File: config.mk
export PLATFORM = sky130hd
export DESIGN_NAME = knn_rom_reader
export DESIGN_NICKNAME = d
export VERILOG_FILES = /design/src/rtl/knn_rom_reader.sv
export SDC_FILE = /design/constraint.sdc
export NUM_CORES = 1
export LEC_CHECK = 0
export BUFFER_PORTS_ARGS = -buffer_cell sky130_fd_sc_hd__clkbuf_2
export CORE_AREA = 3 3 313 315
export CTS_CLUSTER_SIZE = 20
export DETAILED_ROUTE_END_ITERATION = 6
export DIE_AREA = 0 0 316 318
export GPL_ROUTABILITY_DRIVEN = 0
export GPL_TIMING_DRIVEN = 0
export SLEW_MARGIN = 10
export SYNTH_ARGS = -nofsm -noshare
export SYNTH_HDL_FRONTEND = slang
export SYNTH_SLANG_ARGS = --single-unit
File: constraint.sdc
create_clock -name clk -period 8.2 [get_ports clk]
set_clock_uncertainty 0.2 [all_clocks]
set_input_delay 0.82 -clock clk [delete_from_list [all_inputs] [get_ports clk]]
set_output_delay 0.82 -clock clk [all_outputs]
set_load 0.05 [all_outputs]
File: src/rtl/knn_rom_reader.sv
// knn_rom_reader: streams an inclusive address range out of the single-port
// KNN training-vector BRAM as a valid/ready stream, one word per clock when
// the consumer is always ready. Reads are issued only when the 2-entry
// output buffer is guaranteed to have room for the returning word.
module knn_rom_reader #(
    parameter int RAM_WIDTH     = 256,
    parameter int RAM_ADDR_BITS = 9
) (
    input  logic                     clk,
    input  logic                     rst_n,
    input  logic                     start,
    input  logic [RAM_ADDR_BITS-1:0] start_addr,
    input  logic [RAM_ADDR_BITS-1:0] end_addr,
    output logic                     bram_r,
    output logic                     bram_w,
    output logic [RAM_ADDR_BITS-1:0] bram_addr,
    output logic [RAM_WIDTH-1:0]     bram_dataIn,
    input  logic [RAM_WIDTH-1:0]     bram_dataOut,
    output logic                     m_valid,
    input  logic                     m_ready,
    output logic [RAM_WIDTH-1:0]     m_data,
    output logic [RAM_ADDR_BITS-1:0] m_index,
    output logic                     m_last,
    output logic                     busy,
    output logic                     done,
    output logic                     err
);

    localparam logic [RAM_ADDR_BITS-1:0] ADDR_ONE = RAM_ADDR_BITS'(1);

    typedef enum logic [1:0] {S_IDLE, S_ISSUE, S_DRAIN, S_FIN} state_t;

    typedef struct packed {
        logic [RAM_WIDTH-1:0]     data;
        logic [RAM_ADDR_BITS-1:0] index;
        logic                     last;
    } entry_t;

    state_t                     r_state;
    state_t                     w_next_state;
    logic [RAM_ADDR_BITS-1:0]   r_next_addr;     // next address to read
    logic [RAM_ADDR_BITS-1:0]   r_end_addr;
    logic [RAM_ADDR_BITS-1:0]   r_last_addr;     // last address put on the bus
    logic                       r_inflight;      // read issued last cycle, data on bram_dataOut now
    logic [RAM_ADDR_BITS-1:0]   r_inflight_addr;
    logic                       r_inflight_last;
    entry_t                     r_buf0;          // buffer head, drives the stream
    entry_t                     r_buf1;
    logic [1:0]                 r_count;
    logic                       r_err;

    logic                       w_pop;
    logic                       w_issue;
    logic                       w_issue_last;
    logic                       w_start_ok;
    logic                       w_start_bad;
    logic                       w_slot0;
    logic [2:0]                 w_occupancy;
    entry_t                     w_new;

    assign w_start_ok   = (r_state == S_IDLE) && start && (start_addr <= end_addr);
    assign w_start_bad  = (r_state == S_IDLE) && start && (start_addr > end_addr);
    assign w_pop        = m_valid && m_ready;
    // Buffered words after this cycle's pop, plus the word arriving from the BRAM.
    assign w_occupancy  = {1'b0, r_count} + {2'b0, r_inflight} - {2'b0, w_pop};
    assign w_issue      = (r_state == S_ISSUE) && (w_occupancy < 3'd2);
    // The last-issued decision comes from the current address, so end_addr = all-ones never wraps.
    assign w_issue_last = w_issue && (r_next_addr == r_end_addr);
    // Returning word lands in the head slot when the buffer is empty after the pop.
    assign w_slot0      = (r_count == 2'd0) || ((r_count == 2'd1) && w_pop);
    assign w_new        = {bram_dataOut, r_inflight_addr, r_inflight_last};

    assign m_valid      = (r_count != 2'd0);
    assign m_data       = r_buf0.data;
    assign m_index      = r_buf0.index;
    assign m_last       = r_buf0.last;
    assign bram_w       = 1'b0;
    assign bram_dataIn  = '0;

    // State register.
    always_ff @(posedge clk) begin
        if (!rst_n) begin
            r_state <= S_IDLE;
        end else begin
            r_state <= w_next_state;
        end
    end

    // Next-state logic.
    always_comb begin
        // NOTE: default assignment first so every path drives the signal and no latch is inferred.
        w_next_state = r_state;
        case (r_state)
            S_IDLE:  if (w_start_ok) w_next_state = S_ISSUE;
            S_ISSUE: if (w_issue_last) w_next_state = S_DRAIN;
            S_DRAIN: if (w_pop && r_buf0.last) w_next_state = S_FIN;
            S_FIN:   w_next_state = S_IDLE;
            default: w_next_state = S_IDLE;
        endcase
    end

    // State-decoded outputs; the BRAM address holds its last value between reads.
    always_comb begin
        busy      = (r_state == S_ISSUE) || (r_state == S_DRAIN);
        done      = (r_state == S_FIN) || r_err;
        err       = r_err;
        bram_r    = w_issue;
        bram_addr = w_issue ? r_next_addr : r_last_addr;
    end

    // Range latch, address counter, read pipeline and output buffer.
    always_ff @(posedge clk) begin
        if (!rst_n) begin
            // NOTE: the buffer is reset too, because m_data/m_index/m_last must read 0 after reset.
            r_next_addr     <= '0;
            r_end_addr      <= '0;
            r_last_addr     <= '0;
            r_inflight      <= 1'b0;
            r_inflight_addr <= '0;
            r_inflight_last <= 1'b0;
            r_buf0          <= '0;
            r_buf1          <= '0;
            r_count         <= 2'd0;
            r_err           <= 1'b0;
        end else begin
            r_err <= w_start_bad;

            if (w_start_ok) begin
                r_next_addr <= start_addr;
                r_end_addr  <= end_addr;
            end else if (w_issue && !w_issue_last) begin
                r_next_addr <= r_next_addr + ADDR_ONE;
            end

            r_inflight <= w_issue;
            if (w_issue) begin
                r_last_addr     <= r_next_addr;
                r_inflight_addr <= r_next_addr;
                r_inflight_last <= w_issue_last;
            end

            // NOTE: non-blocking assignments let a later write to r_buf0 override the shift in the same cycle.
            if (w_pop) begin
                r_buf0 <= r_buf1;
            end
            if (r_inflight) begin
                if (w_slot0) begin
                    r_buf0 <= w_new;
                end else begin
                    r_buf1 <= w_new;
                end
            end

            r_count <= w_occupancy[1:0];
        end
    end

endmodule

* Word-level counts from Yosys, hierarchy flattened
Cells that the tools add are included.
** Storage, ports and cells
- Bits in registers :: 575
- Input port bits :: 278
- Logic and storage cells :: 59
** Cells by class
- Muxes and demuxes :: 10
- Magnitude comparators :: 3
- $add $sub $neg :: 3
- Reductions and logical operators :: 19
- Bitwise operators :: 1
- Equal/unequal tests :: 8
** Operator list (number)
- $mux 266 :: 3
- $mux 9 :: 3
- $add 9x1->9 const B :: 1
- $eq 9x9->1 :: 1
- $gt 9x9->1 :: 1
- $le 9x9->1 :: 1
- $logic_and 1x1->1 :: 9
- $pmux 2 s4 :: 1
- $mux 2 :: 3
- $ne 2x2->1 const B :: 3
- $eq 2x1->1 const B :: 2
- $eq 2x2->1 const B :: 2
- $logic_not 2->1 :: 2
- $reduce_bool 2->1 :: 2
- $add 2x1->3 :: 1
- $logic_or 1x1->1 :: 3
- $lt 3x2->1 const B :: 1
- $reduce_and 3->1 :: 1
- $sub 3x1->3 :: 1
- $reduce_and 2->1 :: 1
- $logic_not 1->1 :: 1
- $not 1->1 :: 1

* Depth between registers and ports, before layout
- Word-level depth :: 10
- Depth in mapped cells :: 12
- Depth with buffers taken out :: 12

* Least setup slack after synthesis
OpenSTA, ideal clock, no wires.
- Kind :: input to output
- Start point :: input m_ready
- End point :: output bram_addr[0]
- Slack :: 3919 ps
- Arrival :: 3261 ps
- Buffers on the path :: 1
- Cell stages on the path :: 12
- Data required time :: 7180 ps
- Cell sequence :: nand2_1 nor2_1 or2_2 ha_1 inv_1 fa_1 xnor2_1 nand3_1 inv_1 clkbuf_1 nand2_1 nand2_1
** On the way
- Word-level cells in the longest chain between the ends :: 5
** Ends and longest elaborated chain
- start: declaration :: RTL line 20 : input logic m_ready,
- $logic_and 1x1->1 :: RTL line 63 : assign w_pop = m_valid && m_ready;
- $sub 3x1->3 :: RTL line 65 : assign w_occupancy = {1'b0, r_count} + {2'b0, r_inflight} - {2'b0, w_pop};
- $lt 3x2->1 :: RTL line 66 : assign w_issue = (r_state == S_ISSUE) && (w_occupancy < 3'd2);
- $logic_and 1x1->1 :: RTL line 66
- via bram_r :: RTL line 14 : output logic bram_r,
- $mux 9
- end: declaration :: RTL line 16 : output logic [RAM_ADDR_BITS-1:0] bram_addr,
The timed path passes the listed nets, and every way through them passes these cells.

* Worst setup path in the final report
- Start point :: register r_count[1]
- End point :: output bram_addr[0]
** On the way
- Word-level cells in the longest chain between the ends :: 6
- Elaborated cells on any way between the ends :: 7
** Ends and longest elaborated chain
- start: declaration :: RTL line 49 : logic [1:0] r_count;
- start signal: assignment :: RTL line 154 : r_count <= w_occupancy[1:0];
- branches (longest 2 deep; another with $add 2x1->3)
- $sub 3x1->3 * :: RTL line 65
- $lt 3x2->1 * :: RTL line 66
- $logic_and 1x1->1 * :: RTL line 66
- $mux 9 *
Every way passes the cells marked *.

==> run_results.csv <==
group,metric,value,unit
global_route,grt_max_degree,13,
synthesis,synth_edf_count,0,
worst_setup_path,arrival,3.51,ns
worst_setup_path,path_cells,"nand2_1 > nor2_1 > or2_2 > ha_1 > inv_1 > fa_1 > xnor2_1 > nand3_1 > inv_1 > clkbuf_1 > nand2_1 > nand2_1 > clkbuf_2",
place,hpwlAfterDp,71560,um
timing,fin_crit,4.534,ns
floorplan,initial_core_util,25.56,%
global_route,antenna_found_initial,15,
power,vdd_drop_max,149.9,uV
timing,setup_viol,0,
synthesis,yosys-top-cells-area,"dfxtp_1 (47%), nand2_1 (17%), a311oi_1 (9.6%), buf_4 (7.9%), a21oi_1 (6.1%)",
clock_tree,cts_root_buffer,"clkbuf_16",
synthesis,synth_ff_type,"dfxtp_1",
synthesis,syn-cell-area,0.02432,sq mm
clock_tree,ctsHoldBuffers,0,
synthesis,synth_top_cell_area_share,47.34,%
route,drc_errors,0,
place,port_buffers,557,
timing,hold_viol,0,
worst_setup_path,critPathSlowestCell,"dfxtp_1",
timing,fmax,0.2206,GHz
synthesis,yosysWarningCount,0,
synthesis,synthArstFlopShare,0,%
route,vias,23590,
final_layout,fin_cells,5351,
route,postRouteWirelength,93850,um
route,final_antenna_net_count,0,
worst_setup_path,path_class,"flop to primary output",
worst_setup_path,cpMostUsedCell,"nand2_1",
global_route,grt_use_total,17.75,%
route,routed_via_density,4.409,
global_route,grt_pass1_wl,138300,um
final_layout,post-route-util,33.51,%
timing,rsz0062_at_grt,"false",
power,leakage,0.01308,uW
synthesis,post-synth-top-area-cell,"dfxtp_1",
run,maxCapViolCount,0,
place,place_area,0.02965,sq mm
route,dr.pass1.iters,5,
final_layout,final.fill_count,10195,
clock_tree,clkSinkCount,575,
synthesis,synth_seq_cells,575,
timing,finalMaxSlewViolations,0,
clock_tree,cts_tree,"built",
final_layout,syn2layout_area_growth,31.12,%
timing,min_period_over_period,55.29,%
final_layout,drive_above_1_share,23.31,%
clock_tree,clock_latency,0.62,ns
power,powerDensity,286.9,mW/mm^2
final_layout,fin_area,0.03189,sq mm
synthesis,synth_area_per_cell,7.727,sq um
worst_setup_path,critical_path_required,7.18,ns
floorplan,num_rows,113,
synthesis,yosysMostFrequentCell,"nand2_1",
clock_tree,clk_pin_slew_worst_paths,0.07,ns
floorplan,die_x,316,um
floorplan,die_area,0.1005,sq mm
clock_tree,cts-resized-gates,0,
timing,hold_ws,0.2275,ns
worst_setup_path,endpoint_kind,"primary output",
worst_setup_path,crit_fanout,10,
route,wl_per_cell,17.54,um
final_layout,nets,4325,
floorplan,core_area,0.09515,sq mm
clock_tree,clock_path_buffers,3,
synthesis,ys_types,37,
worst_setup_path,slowest_delay,0.45,ns
clock_tree,h-tree-depth,3,
outcome,status,"complete, no violations",
route,drt_iter0_drc,1404,
synthesis,yosysSeqAreaShare,47.34,%
worst_setup_path,worstSetupStartpointType,"flop",
global_route,grt_pass1_vias,22423,
synthesis,synthCells,3147,
clock_tree,cts_buffers,68,
synthesis,yosys-top-cells-count,"nand2_1 (1118), dfxtp_1 (575), a21oi_1 (296), nor2_1 (284), a311oi_1 (267)",
floorplan,die_y,318,um
place,post-place-cells,5225,
timing,finalSetupTns,0,ns
timing,worstMarginPinSlew,1.283,ns
global_route,grt_overflow_total,0,
floorplan,ios,815,
clock_tree,post_cts_buffers,0,
min_path,hold_path.class,"input pin to flop",
timing,maxSlewHeadroom,14.48,%
-- critical path: cells and delay by family, from the launching register on --
kind / cells / cell delay (ns)
xor+xnor: 1 / 0.17
buf+inv: 4 / 0.80
fa+ha+maj: 2 / 0.53
simple gates: 6 / 0.95
flops: 1 / 0.45
-- report_power, final --
group	switching (uW)	leakage [uW]	internal, uW
clock	1270	0.00107	1760
sequential	209	0.00466	3110
combinational	2160	0.00734	634
total	3640	0.0131	5510
-- cell families (layout without fill, tap and decap cells) --
logic type	Yosys count	count (layout)	synth area share, %
and+or+nand+nor	1426	1426	22.29
adders and majority gates	17	17	0.9056
muxes	12	12	0.4940
xor gates and xnor gates	18	18	0.6483
AOI/OAI and AO/OA	581	581	16.17
DFF	575	575	47.34
other	1	264	0.01542
buffers and inverters	517	1193	12.13
-- cell type report --
class	instances	area, sq um	share of cell area (%)
repair buffers	557	2788	8.743
well taps	1265	1583	4.964
flip-flops and latches	575	11510	36.10
inverters	15	56.30	0.1766
clock inverters	19	264.0	0.8280
diodes	7	17.52	0.05494
multi-input cells	2311	10820	33.92
clock buffers	100	1953	6.125
plain buffers	502	2897	9.084
-- state kept, by name (all words and copies together), names as in the netlist --
signal,cells
r_buf1,266
m_data,256
m_index,9
r_end_addr,9
r_inflight_addr,9
r_last_addr,9
r_next_addr,9
r_count,2
r_state,2
err,1
m_last,1
r_inflight,1
r_inflight_last,1
-- metal layers --
metal,part of all wire [%],global-route usage [%],vias to the layer above,wire [um]
li1,-,-,11769,-
met1,40,21.14,10763,37600
met2,47,29.55,874,43770
met3,9.9,6.043,170,9266
met4,3.3,6.334,14,3132
met5,0.095,0,-,89
-- final timing paths --
kind | cells past startpoint | endpoint | slack [ns] | start
min | 3 | r_buf1[160] | 0.23 | bram_dataOut[150]
max | 13 | bram_addr[0] | 3.67 | r_count[1]
max reg2reg | 8 | r_buf1[115] | 5.05 | r_count[0]
min reg2reg | 2 | r_buf1[208] | 0.25 | r_buf1[208]
-- cells in the final DEF, fill, tap and decap left out, drive strengths merged --
cell type | netlist | layout
o31ai | 1 | 1
nor3 | 1 | 1
o211ai | 1 | 1
nor3b | 1 | 1
fa | 1 | 1
nor4b | 1 | 1
and3 | 1 | 1
a21oi | 296 | 296
clkinvlp | 0 | 2
or2 | 3 | 3
bufinv | 0 | 3
nor2b | 2 | 2
nor4 | 1 | 1
nand2 | 1118 | 1118
conb | 1 | 257
o311ai | 1 | 1
a211oi | 3 | 3
a222oi | 1 | 1
ha | 16 | 16
and4 | 2 | 2
o21ai | 10 | 10
buf | 326 | 326
and2 | 4 | 4
xor2 | 5 | 5
inv | 15 | 19
dfxtp | 575 | 575
xnor2 | 13 | 13
nand4 | 4 | 4
mux2i | 12 | 12
diode | 0 | 7
nor2 | 284 | 284
a31oi | 1 | 1
clkbuf | 176 | 833
a311oi | 267 | 267
clkinv | 0 | 10
nand3 | 4 | 4
-- through the flow --
| stage | setup WS, ns | total power (uW) |
|---|---|---|
| floorplan | 3.919 | 5366 |
| global placement | 3.752 | 6173 |
| detailed placement | 3.730 | 6185 |
| CTS | 3.520 | 9254 |
| global route | 3.295 | 9547 |
| finish | 3.666 | 9149 |
Note: power is estimated with default switching activity, not from simulation.
